<file path="src/rtl/alu_flag_reg.sv">
// ALU result register with valid/ready handshake and an 8080-style PSW flag register.
// Flags update per-bit under imask on an accept; POP PSW load and STC/CMC override in priority order.
module alu_flag_reg #(
  parameter int DATASIZE = 8
) (
  input  logic                clk,
  input  logic                rst,
  input  logic [DATASIZE-1:0] iS,
  input  logic [DATASIZE-1:0] iC,
  input  logic                isub,
  input  logic [4:0]          imask,
  input  logic                ivalid,
  output logic                oready,
  input  logic                iload,
  input  logic [DATASIZE-1:0] ibus,
  input  logic                istc,
  input  logic                icmc,
  output logic [DATASIZE-1:0] odata,
  output logic [DATASIZE-1:0] oflag,
  output logic                ovalid,
  input  logic                iready
);

  function automatic logic even_parity(input logic [7:0] d);
    return ~^d;
  endfunction

  logic [DATASIZE-1:0] r_data;
  logic                r_valid;
  logic                r_s, r_z, r_ac, r_p, r_cy;
  logic                w_accept;
  logic                w_s_alu, w_z_alu, w_ac_alu, w_p_alu, w_cy_alu;
  logic                w_s_nxt, w_z_nxt, w_ac_nxt, w_p_nxt, w_cy_nxt;

  // Handshake: reset and PSW load both stall the ALU path
  always_comb begin
    oready   = ~rst & ~iload & (~r_valid | iready);
    w_accept = ivalid & oready;
  end

  // Raw flag values from the incoming sum; subtract inverts the borrow sense
  always_comb begin
    w_s_alu  = iS[7];
    w_z_alu  = (iS == 8'h00);
    w_ac_alu = iC[3] ^ isub;
    w_p_alu  = even_parity(iS[7:0]);
    w_cy_alu = iC[7] ^ isub;
  end

  // Next-flag selection: load, then STC/CMC on carry, then masked ALU update
  always_comb begin
    w_s_nxt  = (w_accept & imask[4]) ? w_s_alu  : r_s;
    w_z_nxt  = (w_accept & imask[3]) ? w_z_alu  : r_z;
    w_ac_nxt = (w_accept & imask[2]) ? w_ac_alu : r_ac;
    w_p_nxt  = (w_accept & imask[1]) ? w_p_alu  : r_p;
    w_cy_nxt = r_cy;
    if (iload) begin
      w_s_nxt  = ibus[7];
      w_z_nxt  = ibus[6];
      w_ac_nxt = ibus[4];
      w_p_nxt  = ibus[2];
      w_cy_nxt = ibus[0];
    end else if (istc) begin
      w_cy_nxt = 1'b1;
    end else if (icmc) begin
      w_cy_nxt = ~r_cy;
    end else if (w_accept & imask[0]) begin
      w_cy_nxt = w_cy_alu;
    end else begin
      w_cy_nxt = r_cy;
    end
  end

  // Flag register
  always_ff @(posedge clk) begin
    if (rst) begin
      r_s  <= 1'b0;
      r_z  <= 1'b0;
      r_ac <= 1'b0;
      r_p  <= 1'b0;
      r_cy <= 1'b0;
    end else begin
      r_s  <= w_s_nxt;
      r_z  <= w_z_nxt;
      r_ac <= w_ac_nxt;
      r_p  <= w_p_nxt;
      r_cy <= w_cy_nxt;
    end
  end

  // Result register: accept wins over drain, otherwise hold under backpressure
  always_ff @(posedge clk) begin
    if (rst) begin
      r_data  <= {DATASIZE{1'b0}};
      r_valid <= 1'b0;
    end else if (w_accept) begin
      r_data  <= iS;
      r_valid <= 1'b1;
    end else if (r_valid & iready) begin
      r_valid <= 1'b0;
    end else begin
      r_data  <= r_data;
      r_valid <= r_valid;
    end
  end

  assign odata  = r_data;
  assign ovalid = r_valid;
  assign oflag  = {r_s, r_z, 1'b0, r_ac, 1'b0, r_p, 1'b1, r_cy};

endmodule

</file>
<file path="config.mk">
export PLATFORM = sky130hd
export DESIGN_NAME = alu_flag_reg
export DESIGN_NICKNAME = d
export VERILOG_FILES = /design/src/rtl/alu_flag_reg.sv
export SDC_FILE = /design/constraint.sdc
export NUM_CORES = 1
export LEC_CHECK = 0
export ABC_AREA = 1
export ABC_CLOCK_PERIOD_IN_PS = 1500
export BUFFER_PORTS_ARGS = -buffer_cell sky130_fd_sc_hd__buf_2
export CORE_MARGIN = 2
export CORE_UTILIZATION = 43
export DETAILED_ROUTE_END_ITERATION = 12
export PLACE_DENSITY = 0.87
export SYNTH_ARGS = -nofsm -noshare
export SYNTH_HDL_FRONTEND = slang
export SYNTH_SLANG_ARGS = --single-unit
</file>
<file path="constraint.sdc">
create_clock -name clk -period 1.5 [get_ports clk]
set_clock_uncertainty 0.2 [all_clocks]
set_input_delay 0.3 -clock clk [delete_from_list [all_inputs] [get_ports clk]]
set_output_delay 0.3 -clock clk [all_outputs]
set_load 0.05 [all_outputs]
</file>
Word level (Yosys, flattened, before mapping) --
Index checks and enable logic that the tools add are counted.
Word-level totals: register bits after elaboration 14, bits in latches 0, memory bits (writable) 0, ROM bits 0, bits of input ports 37, output and inout bits 18, logic and storage cells 45, memories kept 0
Cells by class: $add $sub $neg 0, $mul 0, divide/modulo/power cells 0, $lt $le $gt $ge 0, equal/unequal tests 0, shifts and indexed selects 0, muxes and demuxes 14, bitwise gates (word level) 16, reduce and logical (&&, ||, !) cells 8
Operators by type and width (count):
- 2-to-1 mux 1 bit | 14
- nonzero test 2 bit | 5
- AND 1 bit | 9
- zero test 8 bit | 1
- XNOR reduction 8 bit | 1
- NOT 1 bit | 4
- nonzero test 4 bit | 1
- XOR 1 bit | 2
- bitwise OR 1 bit | 1

Logic depth before layout (Yosys ltp) --
Gate-level depths: netlist of run 1.
depth in word-level cells 9, gate-level depth with buffers 8, gate-level depth less buffers 8

Worst setup path after synthesis of run 1 --
No wires, ideal clock.
path type register to output, from register r_valid, in the netlist ovalid, to output port oready, data arrival time 1123 ps, data required time 1000 ps, path slack -123 ps, cell stages (with the launch flop) 4, buffers on the path 1, cell sequence dfxtp_1 nand2_2 and2_4 buf_12
Between the ends: longest elaborated chain between the ends 3
RTL lines:
- start, declared | line 29 | logic r_valid;
- start signal, assigned | line 103 | r_valid <= r_valid;
- NOT 1 bit | line 37 | oready = ~rst & ~iload & (~r_valid | iready);
- bitwise OR 1 bit | line 37
- AND 1 bit | line 37
- end, declared | line 13 | output logic oready,
No other way between the ends.

Worst setup path after layout of run 1 --
Ends and elaborated chain as after synthesis.

==> results of run 1 <==
## layout by cell type (no fill, tap or decap), drive strengths merged
cell type	netlist	routed
and2	1	1
o21ai	2	2
xnor2	3	3
ha	4	4
clkbuf	0	4
nand3b	1	1
inv	18	18
nand3	14	14
conb	2	3
dfxtp	14	14
or2	2	2
nand4	5	5
a21oi	13	13
buf	13	52
nand2	34	34
nor2	6	6
## report_power, final
group	total [mW]	switching [mW]	internal [mW]	leakage, nW
Combinational	0.304	0.195	0.108	0.513
Sequential	0.397	0.00791	0.389	0.115
Clock	0.271	0.123	0.148	0.0210
Total	0.972	0.326	0.646	0.649
## state kept, by name (all words and copies together) (netlist names)
register and flops:
odata 8, ovalid 1, r_ac 1, r_cy 1, r_p 1, r_s 1
r_z 1
## cell type report
cell class                 count  area (um^2)  share of cell area (%)
inverter                      18         67.6                    5.47
tap                           28         35.0                    2.83
clock buffer                   4         36.3                    2.94
timing repair buffer          52          295                    23.9
sequential                    14          282                    22.8
multi-input combinational     88          520                    42.1
## cell families (layout without fill, tap and decap cells)
family | after synthesis | in the layout
XOR/XNOR | 3 | 3
other | 2 | 3
adder cells (fa/ha/maj) | 4 | 4
AND/OR/NAND/NOR | 63 | 63
flip-flops | 14 | 14
AO/OA/AOI/OAI | 15 | 15
buffers and inverters | 31 | 74
## per-layer routing
layer / up-vias / GRT usage, % / wire [um]
li1: 496 / - / -
met1: 421 / 21.0 / 897
met2: 28 / 34.0 / 1090
met3: 5 / 2.92 / 136
met4: 0 / 10.5 / 55
met5: - / 0 / 0
## worst paths after layout
kind | slack [ps] | end
worst max register to register | 210 | r_cy$_SDFFE_PP0P_
worst max-delay path | 30 | oready
worst min-delay path | 70 | odata[0]$_SDFFE_PP0N_
worst min register to register | 260 | odata[4]$_SDFFE_PP0N_
## critical path, cell delays in order (launching register included)
cell     delay [ps]
dfxtp_2         330
nand2_2          60
and2_4          150
buf_8           140
## repair_timing
action	CTS	global route
pin swaps	1	0
endpoints found under the setup margin	1	1
hold buffers	0	0
setup buffers	1	1
hold endpoints to repair	0	0
gates resized for setup	3	0
gates cloned	0	0
## metrics by stage
stage / hold WS (ps) / instance area (um^2)
after CTS: 66.1 / 1230
final: 73.8 / 1240
after detailed placement: 258 / 1170
after global routing: 68.4 / 1240
after floorplan: 169 / 972
after global placement: 249 / 1170
==> out/metrics.csv, run 1 <==
stage;metric;value;unit
timing;fin crit period;1470;ps
layout;# diodes;0;
synth;combinational family with the most area after synthesis;simple AND/OR/NAND/NOR gates;
synth;Yosys cell types;24;
layout;P&R area growth vs syn;27.8;%
layout;nets@finish;218;
timing;Setup TNS;0;ps
synth;post-synth top area cell;dfxtp_1;
timing;Slew Viols, Final;0;
layout;filler instances;213;
setup_path;worst r2r src;ovalid$_SDFFE_PP0P_;
route;Initial DRC Count;13;
grt;global-route wire length before repair;3660;um
synth;area share of the largest cell type after synthesis;29.0;%
layout;Non-Filler Instances;204;
cts;CTS tree;built;
synth;post-synthesis adder-cell area fraction;5.17;%
worst_hold_path;min-delay src;iS[0];
setup_path;Startpoint Class;register;
timing;RSZ-0062 raised after global routing;true;
synth;Post-synth EDFFs;0;
route;# DRC;0;
floorplan;area of the die;0.00264;mm^2
route;post-DR vias/cell;4.66;
synth;Synth Flop Type;dfxtp_1;
timing;Hold Fails Final Rpt;0;
grt;GRT Total Usage;18.9;%
placed_design;gpl congestion;0.702;
pwr;pwr/cell area;786;mW/mm^2
grt;number of global-route vias before repair;866;
timing;setup ws final;31.5;ps
timing;count of final setup violators;0;
setup_path;Max Fanout on Critical Path;2;
route;via count;950;
setup_path;worst endpoint required time;1000;ps
worst_hold_path;Worst Hold Class;in -> reg;
status;status;complete, no violations;
cts;Reg clk slew, reported paths;80;ps
floorplan;Initial Util;44.6;%
cts;Skew-Pair Late Insertion Delay;280;ps
synth;Syn Area/Cell;7.33;um^2
setup_path;crit path capture type;primary output;
timing;final period utilization;97.9;%
route;routed len/inst;10.7;um
synth;mux cell area share after synthesis;0;%
setup_path;reg2reg path depth;8;
placed_design;dpl cells;198;
grt;initial antenna violation count;0;
pwr;leakage;0.649;nW
floorplan;Rows;17;
flow_run;max_cap viols;0;
synth;Synth Warn #;0;
synth;fraction of registers with async set/reset;0;%
synth;Commonest cells post-synth;nand2_1 (33), dfxtp_1 (14), inv_1 (14), buf_4 (9), nand3_2 (9);
layout;Post-Route Utilization;57.0;%
cts;clk buf depth;2;
synth;complex-gate fraction of the synthesized area;10.1;%
floorplan;Die Ht;51.4;um
route;post-route ant nets;0;
route;final wirelength;2180;um
floorplan;DIE WIDTH;51.4;um
cts;sinks on the clock net;14;
floorplan;IO Count;55;
synth;Cells after Synth;132;
synth;Seq cells post-synth;14;
timing;Max Freq;0.681;GHz
grt;grt total ovfl;0;
setup_path;critical path class;reg -> out;
cts;Root Buffer;clkbuf_4;
route;First-pass DRT Iterations;4;
grt;largest net degree at the start of global routing;15;
synth;Post-Synth Simple-Gate Area;34.7;%
synth;top-count cell post-synth;nand2_1;
worst_hold_path;hold path depth;3;
placed_design;pre-CTS setup slack;4.80;ps
cts;CTS buffer count;3;
floorplan;Core ar.;0.00217;mm^2
pwr;PnR Total Power;0.972;mW
setup_path;CP arrival;970;ps
synth;XOR/XNOR Fraction of Synth Area;2.72;%
synth;register area share after synthesis;29.0;%
cts;CTS H-tree lvls;1;
synth;ranking of synthesized cells by area;dfxtp_1 (29%), nand2_1 (13%), nand3_2 (9.3%);
synth;Synth Cell Area;967;um^2
pwr;Peak supply drop;380;uV
layout;layout cell share with drive strength beyond 1;44.9;%
setup_path;CP Launch Point;ovalid$_SDFFE_PP0P_;
placed_design;IO buf count;42;
placed_design;final HPWL from detailed placement;1650;um
No activity file was read; power rests on OpenSTA's default activity.
==> run 2: changes to the inputs <==
==> constraint.sdc (replaced) <==
create_clock -name clk -period 1.5 [get_ports clk]
set_clock_uncertainty 0.2 [all_clocks]
set_input_delay 0.075 -clock clk [delete_from_list [all_inputs] [get_ports clk]]
set_output_delay 0.075 -clock clk [all_outputs]
set_load 0.05 [all_outputs]
==> run 2 against run 1 <==
  * Sequential power hardly changed
  * The flow now finishes with violations (negative hold slack)
  * Combinational power is 7.6% higher
  * Hold slack worse by 76 ps
  * First-iteration DRC count stayed put
==> out/metrics.csv, run 2 (synthesis gave the netlist of run 1 again) <==
stage;metric;value;unit
layout;fin area;0.00137;mm^2
layout;most frequent cells in the layout;buf_2 (36), nand2_1 (33), dlygate4sd3_1 (17);
cts;CTS H-tree lvls;1;
timing;hold slack;-1.76;ps
floorplan;Core ar.;0.00217;mm^2
setup_path;reg2reg path depth;5;
layout;Multi-input gate area;533;um^2
setup_path;Buf/Inv on CP;1;
placed_design;final HPWL from detailed placement;1600;um
placed_design;dpl cells;194;
setup_path;cell count along the critical path;3;
timing;Max Freq;0.689;GHz
setup_path;CP arrival;1180;ps
pwr;PnR Total Power;1.00;mW
floorplan;Initial Util;44.6;%
layout;Seq. cell area;282;um^2
setup_path;critical path class;reg -> out;
grt;GRT Total Usage;19.4;%
setup_path;Worst path slowest cell;dfxtp_2;
status;violations in the final reports;negative hold slack;
route;Initial DRC Count;13;
setup_path;worst r2r src;ovalid$_SDFFE_PP0P_;
setup_path;Max stage delay on crit path;330;ps
layout;nets@finish;226;
layout;filler instances;194;
setup_path;Worst Setup EP;oready;
setup_path;Startpoint Class;register;
pwr;leakage;0.695;nW
status;status;finished, violations left;
setup_path;worst endpoint required time;1220;ps
setup_path;Reg2Reg Capture Point;odata[3]$_SDFFE_PP0N_;
cts;clk buf depth;2;
route;First-pass DRT Iterations;4;
route;via count;999;
cts;Root Buffer;clkbuf_4;
floorplan;DIE WIDTH;51.4;um
cts;Skew-Pair Late Insertion Delay;280;ps
pwr;switching pwr;0.337;mW
setup_path;r2r setup slk;280;ps
setup_path;Top delay family on crit path;flip-flops;
placed_design;pre-CTS setup slack;255;ps
layout;P&R area growth vs syn;41.3;%
floorplan;Die Ht;51.4;um
placed_design;area of placed instances;0.00114;mm^2
grt;number of global-route vias before repair;994;
cts;sinks on the clock net;14;
timing;Slew Viols, Final;0;
layout;max reg flops;8;
layout;# diodes;0;
route;routed len/inst;11.3;um
timing;setup ws final;47.7;ps
pwr;Int Power;0.665;mW
placed_design;IO buf count;42;
setup_path;crit path capture type;primary output;
grt;global-route wire length before repair;3880;um
cts;CTS tree;built;
setup_path;CP Launch Point;ovalid$_SDFFE_PP0P_;
layout;Non-Filler Instances;212;
timing;fin crit period;1450;ps
pwr;Peak supply drop;388;uV
setup_path;Max Fanout on Critical Path;9;
route;post-route ant nets;0;
pwr;combinational share of power;32.6;%
grt;grt total ovfl;0;
cts;Reg clk slew, reported paths;90;ps
route;final wirelength;2400;um
pwr;sw frac;33.6;%
pwr;Reg power frac;39.7;%
worst_hold_path;Worst Hold Class;in -> reg;
grt;largest net degree at the start of global routing;15;
setup_path;CP cell instances;nand2_2 > and2_4 > buf_4;
floorplan;area of the die;0.00264;mm^2
layout;layout cell share with drive strength beyond 1;38.0;%
pwr;clock share of power;27.6;%
flow_run;max_cap viols;0;
cts;postcts setup bufs;0;
layout;commonest non-fill, non-tap cell in the layout;buf_2;
route;# DRC;0;
pwr;pwr/cell area;733;mW/mm^2
floorplan;Rows;17;
placed_design;gpl congestion;0.694;
timing;count of final setup violators;0;
cts;CTS buffer count;3;
floorplan;IO Count;55;
grt;initial antenna violation count;0;
route;post-DR vias/cell;4.71;
timing;final period utilization;96.8;%
timing;Hold Fails Final Rpt;1;
==> run 2: worst min-delay path by stage <==
| stage | from | to | slack (ps) | cells past startpoint |
|---|---|---|---|---|
| 4_1_cts | iload | r_ac$_SDFFE_PP0P_ | 4 | 5 |
| 5_1_grt | iload | r_ac$_SDFFE_PP0P_ | 20 | 5 |
| 3_3_place_gp | iS[7] | odata[7]$_SDFFE_PP0N_ | 150 | 3 |
| 3_5_place_dp | iS[6] | odata[6]$_SDFFE_PP0N_ | 150 | 3 |
| 2_1_floorplan | rst | odata[4]$_SDFFE_PP0N_ | -60 | 1 |
| 6_report | ibus[0] | r_cy$_SDFFE_PP0P_ | -2 | 6 |
==> run 2: stage by stage <==
stage	util [%]	TNS [ps]
6_report	63.0	0
5_1_grt	63.0	-4.38
4_1_cts	63.3	0
3_5_place_dp	52.8	0
3_3_place_gp	52.8	0
2_1_floorplan	-	0
==> run 2: power groups by stage <==
| stage | logic [mW] | registers [mW] | clock network [mW] |
|---|---|---|---|
| after floorplan | 0.199 | 0.434 | 0 |
| after global placement | 0.283 | 0.406 | 0 |
| after detailed placement | 0.288 | 0.407 | 0 |
| after CTS | 0.327 | 0.398 | 0.280 |
| after global routing | 0.355 | 0.400 | 0.298 |
| final | 0.327 | 0.398 | 0.277 |
==> run 2: layout make-up <==
cell class / instances / share of cell area, %
multi-input cells: 88 / 39.0
repair buffers: 60 / 30.2
flip-flops and latches: 14 / 20.6
inverters: 18 / 4.95
clock buffers: 4 / 2.66
well taps: 28 / 2.56
==> run 2: worst min-delay path, delay by kind of cell <==
family	cells	cell delay (ps)
buf+inv	2	110
simple gates	4	260
==> run 2: repair_timing <==
action | 4_1_cts | 5_1_grt
gates cloned | 0 | 0
endpoints found under the setup margin | 1 | 1
resized for setup | 1 | 4
endpoints found under the hold margin | 13 | 0
hold buffers | 19 | 0
pin swaps | 0 | 6
==> run 2: metal layers <==
metal,routed length (um),vias to the layer above,global-route usage [%]
met5,0,-,0
met4,63,0,8.77
met3,125,7,3.22
met2,1230,32,38.7
met1,981,450,19.0
li1,-,510,-
==> run 3: changes to the inputs <==
--- a/config.mk
+++ b/config.mk
@@ -8,6 +8,7 @@
 export ABC_AREA = 1
 export ABC_CLOCK_PERIOD_IN_PS = 1500
 export BUFFER_PORTS_ARGS = -buffer_cell sky130_fd_sc_hd__buf_2
+export CORE_ASPECT_RATIO = 1.4
 export CORE_MARGIN = 2
 export CORE_UTILIZATION = 43
 export DETAILED_ROUTE_END_ITERATION = 12
==> run 3 against run 2 <==
  * The flow still finishes with violations (negative hold slack)
  * Sequential power about the same
  * Design area grew 9.7%
  * Power rose by 5.9%
  * Hold slack worse by 10 ps
  * Critical endpoint is now r_p$_SDFFE_PP0P_
  * Largest power group unchanged
==> out/metrics.csv, run 3 (synthesis gave the netlist of run 1 again) <==
stage;metric;value;unit
route;routed len/inst;13.3;um
route;final wirelength;2880;um
grt;initial antenna violation count;0;
route;Met3 Wirelength;127;um
timing;final period utilization;96.8;%
floorplan;DIE WIDTH;44.1;um
placed_design;final HPWL from detailed placement;1600;um
route;Initial DRC Count;18;
route;DR WL met2;1590;um
floorplan;IO Count;55;
cts;postcts setup bufs;0;
cts;clk buf depth;2;
setup_path;cell mode on critical path;nand2_1;
floorplan;Die Ht;60.1;um
setup_path;Max stage delay on crit path;530;ps
pwr;leakage;0.734;nW
status;violations in the final reports;negative hold slack;
setup_path;critical path class;in -> reg;
timing;fin crit period;1450;ps
pwr;Peak supply drop;414;uV
cts;CTS tree;built;
floorplan;Core ar.;0.00215;mm^2
setup_path;Startpoint Class;input pin;
layout;fin area;0.00150;mm^2
placed_design;IO buf count;42;
timing;hold slack;-12.2;ps
pwr;pwr/cell area;708;mW/mm^2
setup_path;crit path capture type;register;
layout;nets@finish;237;
setup_path;Worst path slowest cell;dlygate4sd3_1;
timing;Slew Viols, Final;0;
layout;Seq. cell area;282;um^2
route;uppermost layer routed;met4;
layout;P&R area growth vs syn;55.0;%
layout;max reg flops;8;
placed_design;area of placed instances;0.00114;mm^2
setup_path;CP cell instances;dlygate4sd3_1 > buf_2 > inv_1 > ha_4 > xnor2_2 > xnor2_1 > nand2_1 > nand2_1;
grt;global-route wire length before repair;4110;um
placed_design;pre-CTS setup slack;255;ps
setup_path;Max Fanout on Critical Path;2;
layout;commonest non-fill, non-tap cell in the layout;buf_2;
cts;Skew-Pair Late Insertion Delay;290;ps
flow_run;max_cap viols;0;
floorplan;Initial Util;44.9;%
layout;Post-Route Utilization;69.7;%
placed_design;gpl congestion;0.769;
grt;GRT Total Usage;21.3;%
cts;CTS buffer count;3;
route;via count;1052;
cts;Root Buffer;clkbuf_4;
cts;sinks on the clock net;14;
grt;grt total ovfl;0;
layout;filler instances;160;
layout;most frequent cells in the layout;buf_2 (41), nand2_1 (33), dlygate4sd3_1 (25);
layout;Multi-input gate area;589;um^2
route;post-route ant nets;0;
route;First-pass DRT Iterations;4;
setup_path;worst endpoint required time;1550;ps
timing;Max Freq;0.689;GHz
status;status;finished, violations left;
timing;setup ws final;48.3;ps
setup_path;CP arrival;1500;ps
route;post-DR vias/cell;4.85;
timing;count of final setup violators;0;
grt;number of global-route vias before repair;1028;
route;wire length on met1;1080;um
layout;layout cell share with drive strength beyond 1;41.5;%
grt;largest net degree at the start of global routing;15;
cts;CTS H-tree lvls;1;
worst_hold_path;Worst Hold Class;in -> reg;
layout;# diodes;0;
setup_path;Buf/Inv on CP;3;
cts;Reg clk slew, reported paths;90;ps
setup_path;Top delay family on crit path;buffers and inverters;
floorplan;Rows;20;
floorplan;area of the die;0.00265;mm^2
timing;Hold Fails Final Rpt;1;
route;# DRC;0;
-- run 3: cell types whose count changed in the layout (fill, tap and decap cells not counted), sizes merged --
cell | previous run | this run
dlymetal6s4s | 2 | 0
dlygate4sd3 | 17 | 25
buf | 41 | 46
-- run 3: worst paths after layout --
path,start,endpoint,slack [ps],cells after the start
worst max-delay path,iS[2],r_p$_SDFFE_PP0P_,50,8
worst min-delay path,iload,r_ac$_SDFFE_PP0P_,-10,5
worst max register to register,ovalid$_SDFFE_PP0P_,odata[6]$_SDFFE_PP0N_,270,5
worst min register to register,odata[4]$_SDFFE_PP0N_,odata[4]$_SDFFE_PP0N_,270,2
-- run 3: final cells by class --
cell class | instances | area share [%]
Clock buffer | 4 | 2.42
Inverter | 18 | 4.51
Multi-Input combinational cell | 88 | 39.3
Sequential cell | 14 | 18.8
Tap cell | 22 | 1.84
Timing Repair Buffer | 71 | 33.1
-- run 3: metrics by stage --
step / setup TNS, ps / cells / total power [mW]
finish: 0 / 217 / 1.06
global route: -20.6 / 217 / 1.11
CTS: 0 / 218 / 1.03
detailed placement: 0 / 188 / 0.694
global placement: 0 / 188 / 0.690
floorplan: 0 / 133 / 0.633
-- run 3: report_power, final --
group,switching (mW),internal [mW],leakage (nW)
Clock,0.137,0.148,0.0210
Sequential,0.00854,0.389,0.115
Combinational,0.219,0.160,0.598
-- run 3: worst min-delay path, stage by stage --
cell	delay, ps
buf_2	140
nand2_1	70
nand2_1	50
nand2_1	70
a21oi_2	40
-- run 3: layer usage --
metal  GRT usage (%)  up-vias
li1                -      536
met4            11.7        0
met5               0        -
met2            44.1       39
met1            18.6      470
met3            2.72        7
-- run 3: repair_timing --
item,CTS,global route
endpoints found under the hold margin,13,0
gates resized for setup,1,9
endpoints found under the setup margin,1,3
pin swaps,0,2
hold buffers,26,0
